## config.mk

```make
export PLATFORM = sky130hd
export DESIGN_NAME = bpu_update_arbiter
export DESIGN_NICKNAME = d
export VERILOG_FILES = /design/src/rtl/bpu_update_arbiter_pkg.sv /design/src/rtl/bpu_upd_compactor.sv /design/src/rtl/bpu_update_arbiter.sv
export SDC_FILE = /design/constraint.sdc
export NUM_CORES = 2
export LEC_CHECK = 0
export CAP_MARGIN = 40
export CORE_AREA = 2 2 353 215
export CTS_CLUSTER_DIAMETER = 100
export DETAILED_ROUTE_END_ITERATION = 16
export DIE_AREA = 0 0 355 217
export GPL_ROUTABILITY_DRIVEN = 1
export MAX_ROUTING_LAYER = met4
export PLACE_DENSITY = 0.83
export SYNTH_ARGS = -nofsm -noshare
export SYNTH_HDL_FRONTEND = slang
export SYNTH_SLANG_ARGS = --single-unit
export TNS_END_PERCENT = 5
```

## constraint.sdc

```tcl
create_clock -name clk_i -period 8.6 [get_ports clk_i]
set_input_delay 1.72 -clock clk_i [delete_from_list [all_inputs] [get_ports clk_i]]
set_output_delay 1.72 -clock clk_i [all_outputs]
set_load 0.02 [all_outputs]
```

## src/rtl/bpu_update_arbiter_pkg.sv

```systemverilog
// Shared types for the BPU training path: the branch-update record that
// flows from commit to the predictor, plus the core widths it depends on.
package bpu_update_arbiter_pkg;

    localparam int unsigned XLEN = 32;
    localparam int unsigned NRET = 4;

    typedef struct packed {
        logic [XLEN-1:0] pc;
        logic [XLEN-1:0] target;
        logic            is_cond;
        logic            taken;
        logic            is_call;
        logic            is_ret;
    } bpu_update_t;

endpackage

```

## src/rtl/bpu_upd_compactor.sv

```systemverilog
// Prefix popcount over the commit lanes: each valid lane gets its slot offset
// from the queue tail, so sparse bundles are written without gaps.
module bpu_upd_compactor
    import bpu_update_arbiter_pkg::*;
#(
    parameter int unsigned CW = $clog2(NRET + 1)
) (
    input  logic [NRET-1:0]         valid,
    output logic [NRET-1:0][CW-1:0] offset,
    output logic [CW-1:0]           n_enq
);

    logic [CW-1:0] acc;

    always_comb begin
        acc    = '0;
        offset = '0;
        for (int unsigned i = 0; i < NRET; i++) begin
            offset[i] = acc;
            acc       = acc + CW'(valid[i]);
        end
        n_enq = acc;
    end

endmodule

```

## src/rtl/bpu_update_arbiter.sv

```systemverilog
// Program-ordered queue of resolved-branch records feeding the BPU's single
// training port: accepts whole commit bundles, drains one record per cycle.
module bpu_update_arbiter
    import bpu_update_arbiter_pkg::*;
#(
    parameter int unsigned DEPTH = 8
) (
    input  logic                     clk_i,
    input  logic                     rst_ni,
    input  logic [NRET-1:0]          commit_valid_i,
    input  logic [NRET*XLEN-1:0]     commit_pc_i,
    input  logic [NRET*XLEN-1:0]     commit_target_i,
    input  logic [NRET-1:0]          commit_is_cond_i,
    input  logic [NRET-1:0]          commit_taken_i,
    input  logic [NRET-1:0]          commit_is_call_i,
    input  logic [NRET-1:0]          commit_is_ret_i,
    output logic                     commit_ready_o,
    input  logic                     update_stall_i,
    output logic                     update_valid_o,
    output logic [XLEN-1:0]          update_pc_o,
    output logic [XLEN-1:0]          update_target_o,
    output logic                     update_is_cond_o,
    output logic                     update_taken_o,
    output logic                     update_is_call_o,
    output logic                     update_is_ret_o,
    output logic [$clog2(DEPTH):0]   dbg_count_o,
    output logic [63:0]              dbg_stall_cycles_o
);

    localparam int unsigned PW   = $clog2(DEPTH);
    localparam int unsigned CNTW = PW + 1;
    localparam int unsigned CW   = $clog2(NRET + 1);

    if (DEPTH < NRET || (DEPTH & (DEPTH - 1)) != 0) begin : g_bad_depth
        $error("bpu_update_arbiter: DEPTH must be a power of two and >= NRET");
    end

    bpu_update_t               mem [DEPTH];
    bpu_update_t               lane [NRET];
    bpu_update_t               head;
    logic [PW-1:0]             head_q, tail_q;
    logic [CNTW-1:0]           count_q, count_d, n_take;
    logic [63:0]               stall_q;
    logic [NRET-1:0][CW-1:0]   offset;
    logic [CW-1:0]             n_enq;
    logic                      deq;

    bpu_upd_compactor #(.CW(CW)) u_compactor (
        .valid  (commit_valid_i),
        .offset (offset),
        .n_enq  (n_enq)
    );

    always_comb begin
        for (int unsigned i = 0; i < NRET; i++) begin
            lane[i] = '{pc:      commit_pc_i[i*XLEN +: XLEN],
                        target:  commit_target_i[i*XLEN +: XLEN],
                        is_cond: commit_is_cond_i[i],
                        taken:   commit_taken_i[i],
                        is_call: commit_is_call_i[i],
                        is_ret:  commit_is_ret_i[i]};
        end
    end

    // Ready looks only at registered occupancy; a same-cycle pop earns no credit.
    assign commit_ready_o = (count_q <= CNTW'(DEPTH - NRET));
    assign deq            = (count_q != '0) && !update_stall_i;
    assign n_take         = commit_ready_o ? CNTW'(n_enq) : '0;
    assign count_d        = count_q + n_take - CNTW'(deq);

    assign head             = (count_q != '0) ? mem[head_q] : '0;
    assign update_valid_o   = deq;
    assign update_pc_o      = head.pc;
    assign update_target_o  = head.target;
    assign update_is_cond_o = head.is_cond;
    assign update_taken_o   = head.taken;
    assign update_is_call_o = head.is_call;
    assign update_is_ret_o  = head.is_ret;

    assign dbg_count_o        = count_q;
    assign dbg_stall_cycles_o = stall_q;

    always_ff @(posedge clk_i) begin
        if (!rst_ni) begin
            head_q  <= '0;
            tail_q  <= '0;
            count_q <= '0;
            stall_q <= '0;
        end else begin
            count_q <= count_d;
            tail_q  <= tail_q + PW'(n_take);
            if (deq) begin
                head_q <= head_q + PW'(1);
            end
            if (|commit_valid_i && !commit_ready_o && stall_q != '1) begin
                stall_q <= stall_q + 64'd1;
            end
        end
    end

    always_ff @(posedge clk_i) begin
        if (rst_ni && commit_ready_o) begin
            for (int unsigned i = 0; i < NRET; i++) begin
                if (commit_valid_i[i]) begin
                    mem[tail_q + PW'(offset[i])] <= lane[i];
                end
            end
        end
    end

endmodule

```

==> results.ini <==
[sta]
setup_total_negative_slack_ps = 0
report.final.slew_viol_count = 0
timing.clock.skew_ps = 17.8
report.final.hold_viol_count = 0
layout_setup_ws_ps = 2600
rsz0062_at_grt = no
finalSetupViolCount = 0
timing.final.crit_share_pct = 69.8
timing.max_slew.rel_slack_pct = 21.6
max_freq_mhz = 167
timing_worst_slew_pin_value_ps = 1180
period_minus_slack_ps = 6000

[cts]
insertion_delay_of_the_later_clocked_pin_in_the_worst_skew_pair_ps = 630
cts_tree = done
clockBufferDepth = 3
number_of_levels_in_the_clock_h_tree = 3
postCtsSetupRepairBufs = 0
numClockSinks = 621
cts_inserted_buffers = 66
clkSlewWorstSetupHoldPaths_ps = 60
postCtsHoldBufs = 0
cts_root_buffer_type = clkbuf_16
cts.repair.resized = 0

[worst_setup_path]
critPathKind = in -> reg
critPathSlowestCell = buf_4
reg2reg_depth = 8
worstSetupStartpointType = primary input
critical_path_required_ps = 8980
rr_startpoint = dbg_count_o[1]
critical_path.top_delay_family = buffers and inverters
critical-path-max-stage-delay_ps = 820
path_buf_inv = 3
reg2reg_slack_ps = 4270
critical_path_peak_fanout = 72
timing.critical_path.arrival_ps = 6380
critical_path.endpoint_type = flip-flop
crit_path_cell_trace = clkdlybuf4s50_1, fa_1, ha_1, fa_1, xnor2_1, xor2_1, nor4_2, buf_4, buf_4, a211oi_1, a21o_1
worstReg2RegEnd = mem[6][48]

[global_route]
antenna_found_initial = 31
grt_max_degree = 137
grtUsageTotal_pct = 38.5
gr-total-overflow = 0
grt_pass1_wl_mm = 221
grt_pass1_vias = 35500

[synth]
yosysUniqueCellTypes = 66
synth_largest_type_area_fraction_pct = 37.9
netlist_area_mm2 = 0.0431
syn-instance-count = 4185
synth_area_leader_cell = edfxtp_1
dominantRegCellSynth = edfxtp_1
net_count_of_the_mapped_netlist = 4487
synth_enable_flop_cells = 544
ys_seq_elements = 621
yosys-top-cells-area = edfxtp_1 (38%), mux2i_1 (15%), a211oi_1 (9.5%)
synth_sequential_area_ratio_pct = 41.5
most_frequent_cell_after_synthesis = nor2_1
ys_async_sr_fraction_pct = 0
netlist_top_cells_count = nor2_1 (654), mux2i_1 (627), a211oi_1 (546)
synth_area_per_cell_um2 = 10.3
yosys_warnings = 0

[flow_run]
cap_violations = 0

[power_and_ir_drop]
power.density_mw_per_mm2 = 264
vdd_ir_drop_max_v = 0.000199
cellLeakagePower_nw = 19.8
post_layout_total_power_mw = 13.0

[die]
boundaryPins = 417
placementRows = 78
die_height_um = 217
design.die.area_mm2 = 0.0770
effective_utilization_at_floorplan_pct = 58.0
dieWidth_um = 355
core-area_mm2 = 0.0744

[hold_path]
holdPathEnd = dbg_stall_cycles_o[24]
min_from = dbg_stall_cycles_o[24]
min_delay_path_depth = 2
path_category_of_the_worst_min_delay_check = reg -> reg

[final_layout]
synthToLayoutAreaGrowth_pct = 14.4
multiInputGateArea_mm2 = 0.0228
layout.cell_area.non_filler_mm2 = 0.0493
fillerInstances = 5594
post_route_cells_drive_above_1_share_pct = 8.41
sequential_cell_area_mm2 = 0.0179
design.final.nets = 4412

[detailed_routing]
detail_route.wl_per_cell_um = 28.2
route.final.wire_length_mm = 146
vias = 36600
ant_nets = 0
via_density_per_instance = 7.05
drt_first_pass_iters = 6
drc_errors = 0
detail_route.iter0.violations = 5355

[placed_design]
place.gp.congestion = 0.866
hpwlAfterDp_mm = 85.8
placement.io_buffers = 416
place_area_mm2 = 0.0473
place_ws_ps = 2100

[outcome]
run_status = finished, final reports clean

[power breakdown]
| group | internal [mW] | switching (mW) | total [mW] | leakage, nW |
|---|---|---|---|---|
| clock | 1.47 | 1.28 | 2.75 | 0.952 |
| combinational | 2.41 | 3.38 | 5.79 | 13.2 |
| sequential | 4.26 | 0.237 | 4.50 | 5.58 |
| total | 8.15 | 4.89 | 13.0 | 19.8 |
[placed cells by master (no fill, tap or decap), types with 26 or more instances in the layout]
cell type / instances
a211oi_1: 546
a21o_1: 545
a21oi_1: 26
buf_4: 53
clkbuf_16: 69
clkdlybuf4s50_1: 415
dfxtp_1: 74
diode_2: 31
edfxtp_1: 544
mux2i_1: 627
mux4_2: 136
nand2_1: 60
nor2_1: 654
[worst max path at each step]
stage	from	endpoint	slack (ps)	cells past startpoint
final	commit_valid_i[1]	mem[6][48]	2600	11
after global routing	commit_valid_i[1]	mem[6][38]	2400	11
after CTS	commit_valid_i[1]	mem[6][48]	2740	11
after detailed placement	commit_valid_i[1]	mem[6][43]	2100	11
after global placement	commit_valid_i[0]	mem[3][53]	2030	11
after floorplan	commit_valid_i[0]	mem[4][0]	1750	9
[layout make-up]
type                            instances  share of cell area (%)
Antenna cell                           31                   0.157
Clock buffer                           81                    3.61
Clock inverter                         29                   0.317
Inverter                               21                   0.160
Multi-Input combinational cell       2899                    46.2
Sequential cell                       621                    36.3
Tap cell                             1000                    2.54
Timing Repair Buffer                  501                    10.8
[flip-flops by register name, indices dropped and copies added, names as in the netlist, named ones only]
signal and cells:
dbg_count_o 4, dbg_stall_cycles_o 64, head_q 3, mem 544
tail_q 3
[cell families (layout without fill, tap and decap cells)]
| logic type | after synthesis | after routing | synth area share (%) |
|---|---|---|---|
| flops | 621 | 621 | 41.5 |
| simple gates | 900 | 900 | 8.97 |
| mux | 763 | 763 | 21.7 |
| fa+ha+maj | 23 | 23 | 0.754 |
| buf+inv | 665 | 632 | 6.10 |
| other cells | 0 | 31 | 0 |
| compound gates | 1181 | 1181 | 20.4 |
| xor+xnor | 32 | 32 | 0.650 |
[worst reg2reg max path: cells and delay by family, from the launching register on]
family	cells	cell delay [ps]
buf+inv	2	1660
simple gates	3	1420
compound gates	3	650
flops	1	380
[metal layers]
layer	global-route usage (%)	share of wire, %
met1	52.8	38
met2	54.5	44
met3	9.08	14
met4	17.0	3.9
met5	-	0
[stage by stage]
stage,instances,utilization [%],hold slack [ps]
finish,5183,66.3,490
global route,5183,66.3,524
CTS,5152,66.2,493
detailed placement,5042,63.6,483
global placement,5014,62.7,466
floorplan,4185,-,472
Power figures use the tool's default switching activity.
